<file path="src/rtl/tracklet_wr_arbiter_pkg.sv">
`default_nettype none
// ============================================================================
// Module      : tracklet_wr_arbiter_pkg
// Description : Shared constants and FSM encodings for the tracklet write path
// Revision    : 1.0 - initial release
// ============================================================================
package tracklet_wr_arbiter_pkg;

  localparam int TRACKLET_CNT_BITS = 16;

  typedef enum logic [0:0] {
    ARB_IDLE = 1'b0,
    ARB_RUN  = 1'b1
  } arb_state_t;

endpackage
`default_nettype wire

</file>
<file path="src/rtl/tracklet_wr_arbiter_if.sv">
`default_nettype none
// ============================================================================
// Module      : tracklet_wr_arbiter_if
// Description : Requester bundle plus tracklet FIFO write port
// Revision    : 1.0 - initial release
// ============================================================================
interface tracklet_wr_arbiter_if #(
  parameter int N_REQ     = 4,
  parameter int WORD_BITS = 64
);
  logic [N_REQ-1:0]           req_x_valid;
  logic [N_REQ-1:0]           req_z_valid;
  logic [N_REQ*WORD_BITS-1:0] req_data;
  logic [N_REQ-1:0]           req_ack;
  logic                       fifo_full;
  logic                       fifo_wr;
  logic [WORD_BITS-1:0]       fifo_data;

  modport master (
    output req_x_valid, req_z_valid, req_data, fifo_full,
    input  req_ack, fifo_wr, fifo_data
  );

  modport slave (
    input  req_x_valid, req_z_valid, req_data, fifo_full,
    output req_ack, fifo_wr, fifo_data
  );
endinterface
`default_nettype wire

</file>
<file path="src/rtl/tracklet_wr_arbiter_rr_pick.sv">
`default_nettype none
// ============================================================================
// Module      : rr_pick
// Description : Combinational round-robin picker, priority starts at ptr
// Revision    : 1.0 - initial release
// ============================================================================
module rr_pick #(
  parameter int N_REQ    = 4,
  parameter int PTR_BITS = $clog2(N_REQ)
) (
  input  wire logic [N_REQ-1:0]    req,
  input  wire logic [PTR_BITS-1:0] ptr,
  output logic      [N_REQ-1:0]    grant,
  output logic                     any
);

  logic [PTR_BITS:0]   w_sum;
  logic [PTR_BITS-1:0] w_idx;

  always_comb begin
    grant = '0;
    any   = 1'b0;
    w_sum = '0;
    w_idx = '0;
    for (int k = 0; k < N_REQ; k++) begin
      // ptr + k folded back into 0..N_REQ-1 without a divider
      w_sum = {1'b0, ptr} + (PTR_BITS+1)'(k);
      if (w_sum >= (PTR_BITS+1)'(N_REQ))
        w_sum = w_sum - (PTR_BITS+1)'(N_REQ);
      w_idx = w_sum[PTR_BITS-1:0];
      if (!any && req[w_idx]) begin
        grant[w_idx] = 1'b1;
        any          = 1'b1;
      end
    end
  end

endmodule
`default_nettype wire

</file>
<file path="src/rtl/tracklet_wr_arbiter.sv">
`default_nettype none
// ============================================================================
// Module      : tracklet_wr_arbiter
// Description : Round-robin merge of tracklet engines into the tracklet FIFO
// Revision    : 1.0 - initial release
// ============================================================================
module tracklet_wr_arbiter
  import tracklet_wr_arbiter_pkg::*;
#(
  parameter int N_REQ     = 4,
  parameter int WORD_BITS = 64,
  parameter int CNT_BITS  = TRACKLET_CNT_BITS
) (
  input  wire logic                clk,
  input  wire logic                clr,
  input  wire logic                start,
  tracklet_wr_arbiter_if.slave     bus,
  output logic      [CNT_BITS-1:0] cnt,
  output logic      [CNT_BITS-1:0] cnt_final,
  output logic                     cnt_final_valid,
  output logic                     overflow
);

  localparam int                  c_ptr_bits = $clog2(N_REQ);
  localparam logic [CNT_BITS-1:0] c_cnt_max  = '1;

  arb_state_t              r_state;
  logic [c_ptr_bits-1:0]   r_ptr;
  logic [CNT_BITS-1:0]     r_cnt;
  logic [CNT_BITS-1:0]     r_cnt_final;
  logic                    r_cnt_final_valid;
  logic                    r_overflow;
  logic                    r_fifo_wr;
  logic [WORD_BITS-1:0]    r_fifo_data;

  logic [N_REQ-1:0]        w_active;
  logic [N_REQ-1:0]        w_grant;
  logic                    w_any;
  logic                    w_sat;
  logic [N_REQ-1:0]        w_ack;
  logic [c_ptr_bits-1:0]   w_win_idx;
  logic [c_ptr_bits-1:0]   w_ptr_nxt;
  logic [WORD_BITS-1:0]    w_win_data;

  assign w_active = bus.req_x_valid & bus.req_z_valid;
  assign w_sat    = (r_cnt == c_cnt_max);

  rr_pick #(
    .N_REQ    (N_REQ),
    .PTR_BITS (c_ptr_bits)
  ) u_rr_pick (
    .req   (w_active),
    .ptr   (r_ptr),
    .grant (w_grant),
    .any   (w_any)
  );

  // At saturation the winner is still drained (and dropped) even when full
  always_comb begin
    w_ack = '0;
    if (!clr && r_state == ARB_RUN && !start && w_any && (w_sat || !bus.fifo_full))
      w_ack = w_grant;
  end

  always_comb begin
    w_win_idx  = '0;
    w_win_data = '0;
    for (int i = 0; i < N_REQ; i++) begin
      if (w_grant[i]) begin
        w_win_idx  = c_ptr_bits'(i);
        w_win_data = bus.req_data[i*WORD_BITS +: WORD_BITS];
      end
    end
    w_ptr_nxt = (w_win_idx == c_ptr_bits'(N_REQ-1)) ? '0 : w_win_idx + 1'b1;
  end

  always_ff @(posedge clk) begin
    if (clr) begin
      r_state           <= ARB_IDLE;
      r_ptr             <= '0;
      r_cnt             <= '0;
      r_cnt_final       <= '0;
      r_cnt_final_valid <= 1'b0;
      r_overflow        <= 1'b0;
      r_fifo_wr         <= 1'b0;
      r_fifo_data       <= '0;
    end else begin
      r_fifo_wr         <= 1'b0;
      r_cnt_final_valid <= 1'b0;
      case (r_state)
        ARB_IDLE: begin
          if (start) r_state <= ARB_RUN;
        end
        ARB_RUN: begin
          if (start) begin
            r_cnt_final       <= r_cnt;
            r_cnt_final_valid <= 1'b1;
            r_cnt             <= '0;
            r_overflow        <= 1'b0;
          end else if (|w_ack) begin
            r_ptr <= w_ptr_nxt;
            if (w_sat) begin
              r_overflow <= 1'b1;
            end else begin
              r_fifo_wr   <= 1'b1;
              r_fifo_data <= w_win_data;
              r_cnt       <= r_cnt + 1'b1;
            end
          end
        end
      endcase
    end
  end

  assign bus.req_ack     = w_ack;
  assign bus.fifo_wr     = r_fifo_wr;
  assign bus.fifo_data   = r_fifo_data;
  assign cnt             = r_cnt;
  assign cnt_final       = r_cnt_final;
  assign cnt_final_valid = r_cnt_final_valid;
  assign overflow        = r_overflow;

endmodule
`default_nettype wire

</file>
<file path="src/flat_wrapper.sv">
// flat-port wrapper written by rule: the top's interface ports become plain ports
module tracklet_wr_arbiter_flat import tracklet_wr_arbiter_pkg::*;
#(
  parameter int N_REQ     = 4,
  parameter int WORD_BITS = 64,
  parameter int CNT_BITS  = TRACKLET_CNT_BITS
)
  (clk, clr, start, cnt, cnt_final, cnt_final_valid, overflow, bus_req_x_valid, bus_req_z_valid, bus_req_data, bus_fifo_full, bus_req_ack, bus_fifo_wr, bus_fifo_data);
  tracklet_wr_arbiter_if #(.N_REQ(N_REQ), .WORD_BITS(WORD_BITS)) bus_i ();
  input  wire logic clk;
  input  wire logic clr;
  input  wire logic start;
  output logic      [CNT_BITS-1:0] cnt;
  output logic      [CNT_BITS-1:0] cnt_final;
  output logic cnt_final_valid;
  output logic overflow;
  input wire logic [$bits(bus_i.req_x_valid)-1:0] bus_req_x_valid;
  input wire logic [$bits(bus_i.req_z_valid)-1:0] bus_req_z_valid;
  input wire logic [$bits(bus_i.req_data)-1:0] bus_req_data;
  input wire logic [$bits(bus_i.fifo_full)-1:0] bus_fifo_full;
  output wire logic [$bits(bus_i.req_ack)-1:0] bus_req_ack;
  output wire logic [$bits(bus_i.fifo_wr)-1:0] bus_fifo_wr;
  output wire logic [$bits(bus_i.fifo_data)-1:0] bus_fifo_data;
  assign bus_i.req_x_valid = bus_req_x_valid;
  assign bus_i.req_z_valid = bus_req_z_valid;
  assign bus_i.req_data = bus_req_data;
  assign bus_i.fifo_full = bus_fifo_full;
  assign bus_req_ack = bus_i.req_ack;
  assign bus_fifo_wr = bus_i.fifo_wr;
  assign bus_fifo_data = bus_i.fifo_data;
  tracklet_wr_arbiter #(.N_REQ(N_REQ), .WORD_BITS(WORD_BITS), .CNT_BITS(CNT_BITS)) u_core (.clk(clk), .clr(clr), .start(start), .bus(bus_i), .cnt(cnt), .cnt_final(cnt_final), .cnt_final_valid(cnt_final_valid), .overflow(overflow));
endmodule
</file>
<file path="config.mk">
export PLATFORM = sky130hd
export DESIGN_NAME = tracklet_wr_arbiter_flat
export DESIGN_NICKNAME = d
export VERILOG_FILES = /design/src/rtl/tracklet_wr_arbiter_pkg.sv /design/src/rtl/tracklet_wr_arbiter_if.sv /design/src/rtl/tracklet_wr_arbiter_rr_pick.sv /design/src/rtl/tracklet_wr_arbiter.sv /design/src/flat_wrapper.sv
export SDC_FILE = /design/constraint.sdc
export NUM_CORES = 1
export LEC_CHECK = 0
export CAP_MARGIN = 20
export CORE_ASPECT_RATIO = 0.8
export CORE_MARGIN = 2
export CORE_UTILIZATION = 28
export DETAILED_ROUTE_END_ITERATION = 10
export MAX_ROUTING_LAYER = met4
export SLEW_MARGIN = 10
export SYNTH_ARGS = -nofsm -noshare
export SYNTH_HDL_FRONTEND = slang
export SYNTH_SLANG_ARGS = --single-unit
</file>
<file path="constraint.sdc">
create_clock -name clk -period 7.9 [get_ports clk]
set_input_delay 1.58 -clock clk [delete_from_list [all_inputs] [get_ports clk]]
set_output_delay 1.58 -clock clk [all_outputs]
set_load 0.02 [all_outputs]
</file>
# After elaboration in Yosys (flattened, before gate mapping)
# Cells that the tools add are included.
# op_classes
addsub	9
magnitude_cmp	12
n_eq_ne	3
mux	46
n_bitwise	8
reduce_logical	28
# ops
op	count
$mux W64	4
$mux W16	3
$mux W4	5
$mux W1	19
$add A16 B1 Y16 const B	1
$eq A16 B16 Y1 const B	1
$mux W2	7
$lt A2 B3 Y1 const B	4
$or A4 B4 Y4	3
$logic_and A1 B1 Y1	11
$ge A3 B3 Y1 const B	3
$reduce_and A3 Y1	3
$bmux W1 S2	4
$demux W1 S2	4
$ge A2 B1 Y1 const B	4
$reduce_or A4 Y1	2
$sub A2 B1 Y2 const B	4
$add A2 B2 Y3 const B	2
$logic_not A1 Y1	6
$and A4 B4 Y4	1
$not A1 Y1	4
$reduce_and A4 Y1	1
$reduce_bool A2 Y1	2
$add A2 B1 Y3 const B	1
7 further kinds	7
# word_totals
reg_bits	102
inputBits	268

# Logic depth before layout (Yosys ltp)
# depth
word_depth	20
mapped_depth	14
ltp_nobuf	11

# Hierarchy
# From an unflattened synthesis, not the netlist that was laid out.
# unflattened
cells_unflattened	756
area_unflattened_um2	6568.8
# modules_own_cells
mod	instances	cells_per_inst	area_per_inst_um2	seq_area_each_um2
tracklet_wr_arbiter	1	694	6060.8	2042.0
rr_pick	1	62	508.0	0.0

# Worst setup path before layout
# OpenSTA, ideal clock, no wires.
# synth_timing
kind	in2out
from	input bus_req_x_valid[2]
to	output bus_req_ack[3]
t_arrival_ps	3203
t_required_ps	6320
slack_ps	3117
path_stages	6
path_buffers	1
path_cell_list	nand2_1 mux4_2 and2_1 a221oi_4 clkbuf_1 nor2_1
# synth_via
elab_chain_len	16
# synth_lines
item	line_no	source
start, declared	flat_wrapper.sv:17	input wire logic [$bits(bus_i.req_x_valid)-1:0] bus_req_x_valid;
$and A4 B4 Y4 (*)	tracklet_wr_arbiter.sv:45	assign w_active = bus.req_x_valid & bus.req_z_valid;
$bmux W1 S2	tracklet_wr_arbiter_rr_pick.sv:31	if (!any && req[w_idx]) begin
$mux W1 (not written as such)	tracklet_wr_arbiter_rr_pick.sv:31	
$mux W1	tracklet_wr_arbiter_rr_pick.sv:31	
$logic_not A1 Y1	tracklet_wr_arbiter_rr_pick.sv:31	
$logic_and A1 B1 Y1	tracklet_wr_arbiter_rr_pick.sv:31	
$mux W1	tracklet_wr_arbiter_rr_pick.sv:31	
$logic_not A1 Y1	tracklet_wr_arbiter_rr_pick.sv:31	
$logic_and A1 B1 Y1	tracklet_wr_arbiter_rr_pick.sv:31	
$mux W1	tracklet_wr_arbiter_rr_pick.sv:31	
$logic_not A1 Y1	tracklet_wr_arbiter_rr_pick.sv:31	
$logic_and A1 B1 Y1	tracklet_wr_arbiter_rr_pick.sv:31	
$mux W1	tracklet_wr_arbiter_rr_pick.sv:31	
$logic_and A1 B1 Y1 (2 in series)	tracklet_wr_arbiter.sv:61	if (!clr && r_state == ARB_RUN && !start && w_any && (w_sat || !bus.fifo_full))
$mux W4 (*)	tracklet_wr_arbiter.sv:61	
end, declared	flat_wrapper.sv:21	output wire logic [$bits(bus_i.req_ack)-1:0] bus_req_ack;
# Mark *: on every way between the ends. The rest lies on a longest branch, timed or not. The select of a mux whose other input is x is not followed.

# Final worst setup path
# layout_timing
from	input bus_req_z_valid[1]
to	output bus_req_ack[0]
# layout_via
elab_chain_len	16
# layout_lines
item	line_no	source
start, declared	flat_wrapper.sv:18	input wire logic [$bits(bus_i.req_z_valid)-1:0] bus_req_z_valid;
$and A4 B4 Y4 (*)	tracklet_wr_arbiter.sv:45	
$bmux W1 S2	tracklet_wr_arbiter_rr_pick.sv:31	
$mux W1 (not written as such)	tracklet_wr_arbiter_rr_pick.sv:31	
$mux W1	tracklet_wr_arbiter_rr_pick.sv:31	
$logic_not A1 Y1	tracklet_wr_arbiter_rr_pick.sv:31	
$logic_and A1 B1 Y1	tracklet_wr_arbiter_rr_pick.sv:31	
$mux W1	tracklet_wr_arbiter_rr_pick.sv:31	
$logic_not A1 Y1	tracklet_wr_arbiter_rr_pick.sv:31	
$logic_and A1 B1 Y1	tracklet_wr_arbiter_rr_pick.sv:31	
$mux W1	tracklet_wr_arbiter_rr_pick.sv:31	
$logic_not A1 Y1	tracklet_wr_arbiter_rr_pick.sv:31	
$logic_and A1 B1 Y1	tracklet_wr_arbiter_rr_pick.sv:31	
$mux W1	tracklet_wr_arbiter_rr_pick.sv:31	
$logic_and A1 B1 Y1 (2 in series)	tracklet_wr_arbiter.sv:61	
$mux W4 (*)	tracklet_wr_arbiter.sv:61	
# Marks and branches as above.

==> qor.yml <==
outcome:
  status: "completed"
cells_and_area:
  layout_common_cells: "clkdlybuf4s50_1 (369), dfxtp_1 (102), inv_1 (67), a21o_1 (65), o211ai_1 (65)"
  area_growth_syn_to_layout_pct: 64.5
  final_common_cell: "clkdlybuf4s50_1"
  stdcell_area_um2: 10600
  final_nets: 1305
  stdcell_count: 1346
  layout-drive-gt1-share_pct: 8.90
synth:
  synth_nets: 993
  synth_cells: 717
  synth_cell_type_count: 48
  avgSynthCellArea_um2: 8.99
  ys_seq_area_share_pct: 31.7
  ys_warn_count: 0
  yosys_register_bits: 102
  syn_area_um2: 6440
cts:
  insertion_delay_ns: 0.36
  cts_tree: "built"
  path_clk_slew_ns: 0.07
  cts_sinks: 102
  cts_resized: 0
  cts_root_buf: "clkbuf_16"
  cts_hold_buf: 0
  cts_buffers: 9
  post_cts_buffers: 0
  cts_max_level: 3
  cts_buffer_depth: 2
global_routing:
  antenna_found_initial: 6
  grt_pass1_vias: 7117
  gr-total-overflow: 0
  grt_max_degree: 75
  gr-usage-all-layers_pct: 23.3
  grt_pass1_wl_mm: 42.5
sta:
  worst_slack_ns: 2.20
  tns_ns: 0
  slew_violations: 0
  rsz0062_at_grt: "false"
  worstMarginPinSlew_ns: 1.07
  setup_violations: 0
  finalHoldViolCount: 0
  max-slew-margin-rel_pct: 28.5
  finClkSkew_ns: 0.0168
  fin_hold_ws_ns: 0.453
  post-route-period-util_pct: 72.1
  fin_crit_ns: 5.70
  fmax_ghz: 0.175
critical_path:
  critical_path_class: "in2out"
  worstPathArrival_ns: 4.12
  critPathRequiredTime_ns: 6.32
  r2r_setup_slack_ns: 3.15
  critPathLaunch: "bus_req_z_valid[1]"
  ff2ff_path_depth: 12
  rr_endpoint: "u_core.bus.fifo_data[54]"
  rr_startpoint: "u_core.r_ptr[0]"
  start_kind: "primary input"
  worstSetupEndpointType: "primary output"
  endpoint: "bus_req_ack[0]"
  crit_fanout: 6
floorplanning:
  initial_core_util_pct: 28.6
  die_h_um: 140
  dieArea_um2: 24300
  core_um2: 22600
  die_x_um: 174
  io_pins: 371
  rows: 49
power_and_ir_drop:
  ir_drop_mv: 0.0877
  switching_power_mw: 0.372
  p_leak_nw: 3.88
  seq_power_share_pct: 38.0
  pwr-share-clk_pct: 37.2
  p_int_mw: 1.00
  cellPowerDensity_nw_per_um2: 129
  combPwrFrac_pct: 24.8
  swShare_pct: 27.1
route:
  first_pass_iters: 7
  vias: 7073
  dr.first_iter.drc_count: 415
  wl_per_cell_um: 21.2
  drc: 0
  vias_per_cell: 5.25
  routed_wl_mm: 28.6
  postRouteAntennaNets: 0
placed_design:
  post-place-ws_ns: 2.18
  dp_hpwl_mm: 20.0
  portBuffers: 370
  place_area_um2: 10200
  place_inst: 1323
  place.gp.congestion: 0.830
hold_path:
  hp-class: "reg2reg"
flow_run:
  max_cap_violations: 0
[power by group through the flow]
stage	registers (mW)	logic (mW)	clock network (mW)
floorplan	0.539	0.149	0
global placement	0.534	0.337	0
detailed placement	0.534	0.338	0
CTS	0.522	0.340	0.525
global route	0.523	0.362	0.543
finish	0.522	0.340	0.510
[synth_stat cells, drive strengths merged]
library cell | instances | share of area (%)
mux2i | 17 | 2.6
clkbuf | 40 | 2.3
a22oi | 2 | 0.23
nor2 | 16 | 1.0
nand3 | 8 | 0.62
nor3 | 6 | 0.47
a41o | 1 | 0.16
inv | 68 | 4.0
nand4 | 15 | 1.7
a32o | 2 | 0.31
a21o | 65 | 7.6
and3 | 11 | 1.1
nand3b | 1 | 0.12
a21oi | 23 | 1.8
nand2 | 59 | 3.5
o32ai | 63 | 8.6
nand4b | 2 | 0.27
ha | 8 | 1.6
a211o | 1 | 0.14
a32oi | 2 | 0.27
and4 | 2 | 0.27
or3 | 13 | 1.3
dfxtp | 102 | 32
o211ai | 65 | 7.6
and2 | 6 | 0.58
or3b | 1 | 0.14
a221o | 3 | 0.47
a221oi | 64 | 14
nand4bb | 1 | 0.17
o21ai | 3 | 0.23
a41oi | 1 | 0.43
nor3b | 2 | 0.31
a21bo | 1 | 0.16
or2 | 1 | 0.097
mux4 | 1 | 0.35
a211oi | 1 | 0.12
buf | 40 | 3.9
[metal layers]
layer / wire length [um] / global-route usage [%] / share of wire [%] / up-vias
met4: 491 / 6.94 / 1.7 / 0
met5: 0 / - / 0 / -
met3: 2310 / 7.92 / 8.1 / 28
met1: 11800 / 27.2 / 41 / 3385
met2: 14000 / 38.0 / 49 / 252
li1: - / - / - / 3408
[state kept, by name, indices dropped and copies added, names as in the netlist]
register / flops
u_core.r_ptr: 2
u_core.cnt: 16
u_core.bus.fifo_wr: 1
u_core.cnt_final: 16
u_core.bus.fifo_data: 64
u_core.overflow: 1
u_core.cnt_final_valid: 1
u_core.r_state: 1
[logic make-up after synthesis]
group                      Yosys count  synth area share [%]
AOI/OAI and AO/OA                  297                  41.9
buffers and inverters              148                  10.2
and+or+nand+nor                    144                  11.7
DFF                                102                  31.7
muxes                               18                  2.99
adders and majority gates            8                  1.55
[layout make-up]
class | instances | area (um2)
timing repair buffer | 381 | 3820
antenna | 6 | 15.0
clock inverter | 7 | 105
tap | 306 | 383
multi-input combinational | 467 | 3760
fill | 2246 | 12000
inverter | 68 | 255
sequential | 102 | 2040
clock buffer | 9 | 225
[worst min path at each step]
stage / startpoint / to / slack (ns) / cells after the start
6_report: u_core.cnt_final[5] / u_core.cnt_final[5] / 0.45 / 2
5_1_grt: u_core.cnt_final[5] / u_core.cnt_final[5] / 0.48 / 2
4_1_cts: u_core.cnt_final[5] / u_core.cnt_final[5] / 0.46 / 2
3_5_place_dp: u_core.cnt_final[5] / u_core.cnt_final[5] / 0.45 / 2
3_3_place_gp: u_core.cnt_final[10] / u_core.cnt_final[10] / 0.44 / 2
2_1_floorplan: u_core.r_state / u_core.r_state / 0.47 / 2
[critical path, cell delays in order]
cell	delay, ns
clkdlybuf4s50_1	0.54
nand2_1	0.12
mux4_2	0.56
nor2_4	0.18
a32oi_1	0.07
and3_1	0.29
nor2_1	0.13
clkdlybuf4s50_1	0.64
[through the flow]
step	total power, mW	util (%)
after floorplan	0.688	-
final	1.37	47.0
after global placement	0.871	45.3
after global routing	1.43	47.0
after CTS	1.39	46.8
after detailed placement	0.872	45.3
(Power assumes the default switching activity.)
